===== config.mk =====
export PLATFORM = sky130hd
export DESIGN_NAME = spi_master_flat
export DESIGN_NICKNAME = d
export VERILOG_FILES = /design/src/rtl/spi_master_if.sv /design/src/rtl/spi_master.sv /design/src/flat_wrapper.sv
export SDC_FILE = /design/constraint.sdc
export NUM_CORES = 1
export LEC_CHECK = 0
export ABC_CLOCK_PERIOD_IN_PS = 2000
export BUFFER_PORTS_ARGS = -buffer_cell sky130_fd_sc_hd__buf_2
export CORE_ASPECT_RATIO = 0.9
export CORE_MARGIN = 4
export CORE_UTILIZATION = 57
export CTS_BUF_LIST = sky130_fd_sc_hd__clkbuf_4
export DETAILED_ROUTE_END_ITERATION = 6
export PLACE_DENSITY_LB_ADDON = 0.1
export SKIP_CTS_REPAIR_TIMING = 1
export SYNTH_ARGS = -nofsm -noshare
export SYNTH_HDL_FRONTEND = slang
export SYNTH_SLANG_ARGS = --single-unit

===== constraint.sdc =====
create_clock -name clk -period 2 [get_ports clk]
set_clock_uncertainty 0.15 [all_clocks]
set_input_delay 0.1 -clock clk [delete_from_list [all_inputs] [get_ports clk]]
set_output_delay 0.1 -clock clk [all_outputs]
set_load 0.005 [all_outputs]

===== src/rtl/spi_master_if.sv =====
// spi_master_if: host-side command/response bus of the SPI master
interface spi_master_if #(
   parameter int FRAME_WIDTH = 8,
   parameter int CTRL_WIDTH  = 2
);
   localparam int CMD_WIDTH = FRAME_WIDTH + CTRL_WIDTH;
   logic                   cmd_valid;
   logic                   cmd_ready;
   logic [CMD_WIDTH-1:0]   cmd_data;
   logic                   rsp_valid;
   logic [FRAME_WIDTH-1:0] rsp_data;
   logic                   busy;
   modport master (output cmd_valid, cmd_data, input cmd_ready, rsp_valid, rsp_data, busy);
   modport slave  (input cmd_valid, cmd_data, output cmd_ready, rsp_valid, rsp_data, busy);
endinterface


===== src/rtl/spi_master.sv =====
// spi_master: frames host commands onto SS_n/MOSI and captures read replies from MISO
module spi_master #(
   parameter int FRAME_WIDTH = 8,
   parameter int CTRL_WIDTH  = 2,
   parameter int CMD_WIDTH   = FRAME_WIDTH + CTRL_WIDTH,
   parameter int MISO_DELAY  = 3
) (
   input  logic        clk,
   input  logic        rst_n,
   spi_master_if.slave bus,
   output logic        o_ss_n,
   output logic        o_mosi,
   input  logic        i_miso
);
   localparam int CNT_MAX0 = (CMD_WIDTH > MISO_DELAY) ? CMD_WIDTH : MISO_DELAY;
   localparam int CNT_MAX  = (CNT_MAX0 > FRAME_WIDTH) ? CNT_MAX0 : FRAME_WIDTH;
   localparam int CNT_W    = $clog2(CNT_MAX + 1);
   localparam logic [CNT_W-1:0] LAST_SHIFT = CNT_W'(CMD_WIDTH - 1);
   localparam logic [CNT_W-1:0] LAST_WAIT  = CNT_W'(MISO_DELAY - 2);
   localparam logic [CNT_W-1:0] LAST_CAPT  = CNT_W'(FRAME_WIDTH - 1);
   localparam logic [2:0] S_IDLE    = 3'd0;
   localparam logic [2:0] S_SELECT  = 3'd1;
   localparam logic [2:0] S_CMD     = 3'd2;
   localparam logic [2:0] S_SHIFT   = 3'd3;
   localparam logic [2:0] S_WAIT    = 3'd4;
   localparam logic [2:0] S_CAPTURE = 3'd5;

   logic [2:0]             r_state, w_state_nxt;
   logic [CNT_W-1:0]       r_cnt;
   logic [CMD_WIDTH-1:0]   r_tx;
   logic [CTRL_WIDTH-1:0]  r_ctrl;
   logic [FRAME_WIDTH-1:0] r_rx, r_rsp_data, w_rx_nxt;
   logic                   r_rsp_valid, r_ss_n, r_mosi;
   logic                   w_accept, w_rd, w_done;

   assign w_accept      = bus.cmd_valid & (r_state == S_IDLE);
   assign w_rd          = (r_ctrl == {CTRL_WIDTH{1'b1}});
   assign w_rx_nxt      = {r_rx[FRAME_WIDTH-2:0], i_miso};
   assign w_done        = (r_state == S_CAPTURE) & (r_cnt == LAST_CAPT);
   assign bus.cmd_ready = (r_state == S_IDLE);
   assign bus.busy      = (r_state != S_IDLE);
   assign bus.rsp_valid = r_rsp_valid;
   assign bus.rsp_data  = r_rsp_data;
   assign o_ss_n        = r_ss_n;
   assign o_mosi        = r_mosi;

   // next state: fixed-length phases, read-data frames append wait and capture
   always_comb begin
      w_state_nxt = r_state;
      case (r_state)
         S_IDLE:    w_state_nxt = w_accept ? S_SELECT : S_IDLE;
         S_SELECT:  w_state_nxt = S_CMD;
         S_CMD:     w_state_nxt = S_SHIFT;
         S_SHIFT:   w_state_nxt = (r_cnt != LAST_SHIFT) ? S_SHIFT :
                                  !w_rd ? S_IDLE : (MISO_DELAY > 1) ? S_WAIT : S_CAPTURE;
         S_WAIT:    w_state_nxt = (r_cnt == LAST_WAIT) ? S_CAPTURE : S_WAIT;
         S_CAPTURE: w_state_nxt = (r_cnt == LAST_CAPT) ? S_IDLE : S_CAPTURE;
         default:   w_state_nxt = S_IDLE;
      endcase
   end

   // state register; phase counter restarts at zero on every state entry
   always_ff @(posedge clk or negedge rst_n) begin
      if (!rst_n) begin
         r_state <= S_IDLE;
         r_cnt   <= '0;
      end else begin
         r_state <= w_state_nxt;
         r_cnt   <= (r_state == S_IDLE || w_state_nxt != r_state) ? '0 : r_cnt + 1'b1;
      end
   end

   // latch the command on accept, shift it out MSB first, gather the reply
   always_ff @(posedge clk or negedge rst_n) begin
      if (!rst_n) begin
         r_tx        <= '0;
         r_ctrl      <= '0;
         r_rx        <= '0;
         r_rsp_data  <= '0;
         r_rsp_valid <= 1'b0;
      end else begin
         if (w_accept) begin
            r_tx   <= bus.cmd_data;
            r_ctrl <= bus.cmd_data[CMD_WIDTH-1 -: CTRL_WIDTH];
         end else if (r_state == S_CMD || r_state == S_SHIFT) begin
            r_tx <= r_tx << 1;
         end
         if (r_state == S_CAPTURE) r_rx <= w_rx_nxt;
         if (w_done) r_rsp_data <= w_rx_nxt;
         r_rsp_valid <= w_done;
      end
   end

   // pins are registered from the upcoming state so they line up with it
   always_ff @(posedge clk or negedge rst_n) begin
      if (!rst_n) begin
         r_ss_n <= 1'b1;
         r_mosi <= 1'b0;
      end else begin
         r_ss_n <= (w_state_nxt == S_IDLE);
         r_mosi <= (w_state_nxt == S_CMD || w_state_nxt == S_SHIFT) & r_tx[CMD_WIDTH-1];
      end
   end
endmodule


===== src/flat_wrapper.sv =====
// flat-port wrapper written by rule: the top's interface ports become plain ports
module spi_master_flat 
#(
   parameter int FRAME_WIDTH = 8,
   parameter int CTRL_WIDTH  = 2,
   parameter int CMD_WIDTH   = FRAME_WIDTH + CTRL_WIDTH,
   parameter int MISO_DELAY  = 3
)
  (clk, rst_n, o_ss_n, o_mosi, i_miso, bus_cmd_valid, bus_cmd_data, bus_cmd_ready, bus_rsp_valid, bus_rsp_data, bus_busy);
  spi_master_if #(.FRAME_WIDTH(FRAME_WIDTH), .CTRL_WIDTH(CTRL_WIDTH)) bus_i ();
  input  logic clk;
  input  logic rst_n;
  output logic o_ss_n;
  output logic o_mosi;
  input  logic i_miso;
  input wire logic [$bits(bus_i.cmd_valid)-1:0] bus_cmd_valid;
  input wire logic [$bits(bus_i.cmd_data)-1:0] bus_cmd_data;
  output wire logic [$bits(bus_i.cmd_ready)-1:0] bus_cmd_ready;
  output wire logic [$bits(bus_i.rsp_valid)-1:0] bus_rsp_valid;
  output wire logic [$bits(bus_i.rsp_data)-1:0] bus_rsp_data;
  output wire logic [$bits(bus_i.busy)-1:0] bus_busy;
  assign bus_i.cmd_valid = bus_cmd_valid;
  assign bus_i.cmd_data = bus_cmd_data;
  assign bus_cmd_ready = bus_i.cmd_ready;
  assign bus_rsp_valid = bus_i.rsp_valid;
  assign bus_rsp_data = bus_i.rsp_data;
  assign bus_busy = bus_i.busy;
  spi_master #(.FRAME_WIDTH(FRAME_WIDTH), .CTRL_WIDTH(CTRL_WIDTH), .CMD_WIDTH(CMD_WIDTH), .MISO_DELAY(MISO_DELAY)) u_core (.clk(clk), .rst_n(rst_n), .bus(bus_i), .o_ss_n(o_ss_n), .o_mosi(o_mosi), .i_miso(i_miso));
endmodule

# Yosys cells after proc, flatten, opt, wreduce, memory -nomap -nowiden
# Index checks and enable logic that the tools add are counted.
[totals]
regBits = 37
output_inout_bits = 13
word_cells = 41
inputBits = 14
[op_classes]
n_mux = 9
bitwise_logic = 3
n_eq_ne = 12
n_reduce_logical = 7
addsub = 1
[ops]
columns = ["operator", "count"]
rows = [
  ["$mux 10", 2],
  ["$pmux 3 s6", 1],
  ["$eq 3x2->1 const B", 4],
  ["$mux 3", 3],
  ["$eq 3x3->1 const B", 2],
  ["$logic_not 3->1", 2],
  ["$add 4x1->4 const B", 1],
  ["$eq 4x1->1 const B", 1],
  ["$eq 4x3->1 const B", 1],
  ["$mux 4", 1],
  ["$ne 4x4->1 const B", 1],
  ["$and 1x1->1", 3],
  ["$eq 3x1->1 const B", 1],
  ["$logic_or 1x1->1", 3],
  ["$ne 3x3->1", 1],
  ["$reduce_bool 3->1", 1],
  ["$eq 2x2->1 const B", 1],
  ["$mux 1", 2],
  ["$reduce_bool 2->1", 1],
]

# Logic depth before layout (Yosys ltp)
[logic_depth]
word_depth = 7
depth_mapped = 5
depth_no_buf = 5

# Worst setup path after synthesis
# OpenSTA, ideal clock, no wires.
[synth_path]
kind = "register -> register"
start = "reg u_core.r_state[2]"
end = "reg u_core.r_ctrl[0]"
path_buffers = 2
t_arrival_ns = 1.403
required_ns = 1.725
path_stages_with_launch = 5
setup_slack_ns = 0.322
setup_ns = 0.125
path_cell_list = "dfrtp_1 buf_6 nor4b_4 buf_6 mux2_4"
[synth_between]
elab_chain_len = 2
[synth_rtl]
columns = ["item", "line_no", "source"]
rows = [
  ["start: declaration", "spi_master.sv:28", "logic [2:0] r_state, w_state_nxt;"],
  ["start signal: assignment", "spi_master.sv:68", "r_state <= w_state_nxt;"],
  ["$logic_not 3->1", "spi_master.sv:36", "assign w_accept = bus.cmd_valid & (r_state == S_IDLE);"],
  ["$and 1x1->1", "spi_master.sv:36", ""],
  ["end signal: assignment", "spi_master.sv:84", "r_ctrl <= bus.cmd_data[CMD_WIDTH-1 -: CTRL_WIDTH];"],
  ["end: declaration", "spi_master.sv:31", "logic [CTRL_WIDTH-1:0] r_ctrl;"],
]
# No other way between the ends.
# A chain may end at the register's enable or synchronous reset.

# Worst setup path in the final report
[layout_path]
start = "reg u_core.r_state[2]"
end = "reg u_core.r_state[0]"
[layout_between]
elab_chain_len = 4
[layout_rtl]
columns = ["item", "line_no", "source"]
rows = [
  ["$logic_not 3->1", "spi_master.sv:36, spi_master.sv:50", ""],
  ["$and 1x1->1", "spi_master.sv:36", ""],
  ["$mux 1", "spi_master.sv:51", "S_IDLE: w_state_nxt = w_accept ? S_SELECT : S_IDLE;"],
  ["$pmux 3 s6 (*)", "spi_master.sv:50", "case (r_state)"],
  ["net u_core.w_state_nxt[0]", "spi_master.sv:28", ""],
]
# The timed path passes the listed nets; every way through them passes the cells marked *.

==> impl_metrics.csv <==
group,metric,value,unit
logic_synthesis,avgSynthCellArea,13.74,µm²
pwr,leakagePower,1.028,nW
timing,fin_setup_tns,0,ns
layout,fin_nets,174,
logic_synthesis,yosys_warnings,0,
logic_synthesis,synth_edf_count,0,
clock_tree,cts_tree,"done",
drt,post-route-drc-count,0,
logic_synthesis,syn_area,1608,µm²
min_path,hold_class,"in2reg",
setup_path,critical_path_required,2.07,ns
logic_synthesis,ys_top_cells_by_count,"dfrtp_1, mux2_2, a21o_1, a22o_1, nor3_1",
setup_path,critical_path.startpoint_type,"flip-flop",
timing,hold_viol,0,
layout,drive_above_1_share,35.22,%
floorplan,initial_utilization,62.47,%
logic_synthesis,synth.distinct_cells,37,
logic_synthesis,synth_flop_cell,"dfrtp_1",
clock_tree,numCtsBuffers,5,
placement,globalplace.congestion,0.8185,
timing,max_slew_margin,46.87,%
logic_synthesis,yosysMostFrequentCell,"dfrtp_1",
floorplan,die_x,63.99,µm
logic_synthesis,syn_nets,133,
timing,rsz0062_at_grt,"no",
layout,synthToLayoutAreaGrowth,19.77,%
status,status,"finished, final reports clean",
drt,wirelength,2743,µm
grt,antenna_found_initial,0,
timing,drv_slew,0,
placement,dp_hpwl,1809,µm
grt,grt_start_max_net_pins,38,
drt,vias,1072,
layout,nFillCells,172,
logic_synthesis,ys_seq_elements,37,
setup_path,setup.worst_path.class,"reg2reg",
grt,grtUsageTotal,16.07,%
floorplan,die-area,3736,µm²
logic_synthesis,syn_inst,117,
clock_tree,clk_pin_slew,0.10,ns
clock_tree,cts_buffer_depth,2,
layout,utilization,74.82,%
floorplan,rows,17,
logic_synthesis,seq_area_frac_synth,57.67,%
clock_tree,insertion_delay,0.33,ns
logic_synthesis,synthArstFlopShare,100.0,%
layout,num_antenna_cells,0,
timing,timing.fmax,556.9,MHz
setup_path,arrival,1.87,ns
floorplan,coreArea,2574,µm²
drt,dr.pass1.iters,4,
clock_tree,cts.sinks,37,
grt,overflow,0,
timing,tightest_slew,0.7970,ns
logic_synthesis,synth_top_cell_by_area,"dfrtp_1",
flow_run,drv_cap,0,
grt,grt_pass1_vias,1004,
pwr,ir_drop,511.8,µV
floorplan,die_h,58.39,µm
drt,ant_nets,0,
timing,fin_crit_sh,89.79,%
setup_path,endpoint_kind,"flip-flop",
pwr,power_density,960.5,nW/µm²
logic_synthesis,synthTopCellsByArea,"dfrtp_1, mux2_2, a22o_1, a21o_1, buf_6",
clock_tree,cts-root-buf,"clkbuf_4",
drt,avgViaCountPerCell,5.442,
timing,setup_viol_count_final,0,
clock_tree,h-tree-depth,2,
drt,drt_iter0_drc,20,
placement,numPortBuffers,26,
logic_synthesis,yosysTopAreaCellShare,56.03,%
floorplan,io_pins,27,
grt,grt_pass1_wl,4567,µm
drt,wl_per_cell,13.92,µm
timing,fin_crit,1.796,ns
setup_path,cp_max_fo,13,
-- critical path, cell delays in order, from the launching register on --
cell     delay (ns)
dfrtp_1        0.57
and2b_1        0.41
a32o_1         0.29
or2_2          0.27
-- placed cells by master (no fill, tap or decap), drive strengths merged, types with 2 or more instances in the layout --
cell type	Yosys	layout
nor3	5	5
mux2	16	16
clkbuf	0	7
a21o	8	8
nand4b	2	2
ha	2	2
buf	5	27
nand3b	2	2
nor4b	2	2
nor2	3	3
dlygate4sd3	0	12
dfrtp	36	36
inv	4	4
o21ai	3	3
nand2	3	3
mux2i	2	2
a22o	8	8
-- metal layers --
layer  vias to the layer above  GRT usage [%]  routed length (µm)
li1                        507              -                   -
met1                       532          20.45                1258
met2                        28          24.59                1293
met3                         5          5.344                 137
met4                         0          8.308                  53
met5                         -              0                   0
-- path summary, 6_finish.rpt --
| path | start | slack (ns) | to | cells after the start |
|---|---|---|---|---|
| setup / recovery | u_core.r_state[2]$_DFF_PN0_ | 0.20 | u_core.r_state[0]$_DFF_PN0_ | 3 |
| hold / removal | bus_cmd_valid | 0.20 | u_core.r_tx[7]$_DFFE_PN0P_ | 5 |
| setup reg to reg | u_core.r_state[2]$_DFF_PN0_ | 0.20 | u_core.r_state[0]$_DFF_PN0_ | 3 |
| hold reg to reg | u_core.r_tx[5]$_DFFE_PN0P_ | 0.34 | u_core.r_tx[5]$_DFFE_PN0P_ | 1 |
| max in group asynchronous | rst_n | 0.97 | u_core.bus.rsp_data[6]$_DFFE_PN0P_ | 2 |
| min in group asynchronous | rst_n | 0.23 | u_core.r_tx[0]$_DFFE_PN0P_ | 2 |
-- logic make-up after synthesis --
family | count (synthesis) | synth area share, %
xor gates and xnor gates | 2 | 1.090
buffers and inverters | 9 | 3.657
muxes | 18 | 12.68
adders and majority gates | 2 | 1.556
and+or+nand+nor | 26 | 12.30
DFF | 37 | 57.67
AOI/OAI and AO/OA | 23 | 11.05
-- per-stage QoR --
stage | worst slack (ns) | hold WS (ns) | area [µm²] | cells | power (mW)
global placement | 0.2956 | 0.06480 | 1749 | 177 | 1.437
detailed placement | 0.2307 | 0.08655 | 1749 | 177 | 1.456
floorplan | 0.3216 | -0.3456 | 1608 | 117 | 1.362
global route | 0.09571 | 0.1960 | 1926 | 197 | 1.983
CTS | 0.2226 | -0.2927 | 1805 | 185 | 1.846
finish | 0.2042 | 0.2017 | 1926 | 197 | 1.850
-- area by class of cell --
type | instances | area (µm²) | area share [%]
Multi-Input combinational cell | 71 | 621.8 | 32.29
Clock buffer | 7 | 52.55 | 2.729
Clock inverter | 1 | 3.754 | 0.1949
Inverter | 4 | 15.01 | 0.7797
Sequential cell | 37 | 927.1 | 48.15
Tap cell | 38 | 47.55 | 2.469
Timing Repair Buffer | 39 | 257.7 | 13.39
-- power breakdown --
part / internal, mW / switching [mW] / leakage, nW
clock network: 0.162 / 0.228 / 0.0338
logic: 0.235 / 0.211 / 0.502
registers: 0.882 / 0.131 / 0.492
total: 1.28 / 0.570 / 1.03
-- state kept, by name, indices dropped and copies added, names as in the netlist --
signal                count
u_core.bus.rsp_valid      1
u_core.r_cnt              4
u_core.bus.rsp_data       8
u_core.r_tx              10
u_core.r_state            3
u_core.r_rx               7
u_core.r_ctrl             2
u_core.o_mosi             1
u_core.o_ss_n             1
No activity file was read; power rests on OpenSTA's default activity.
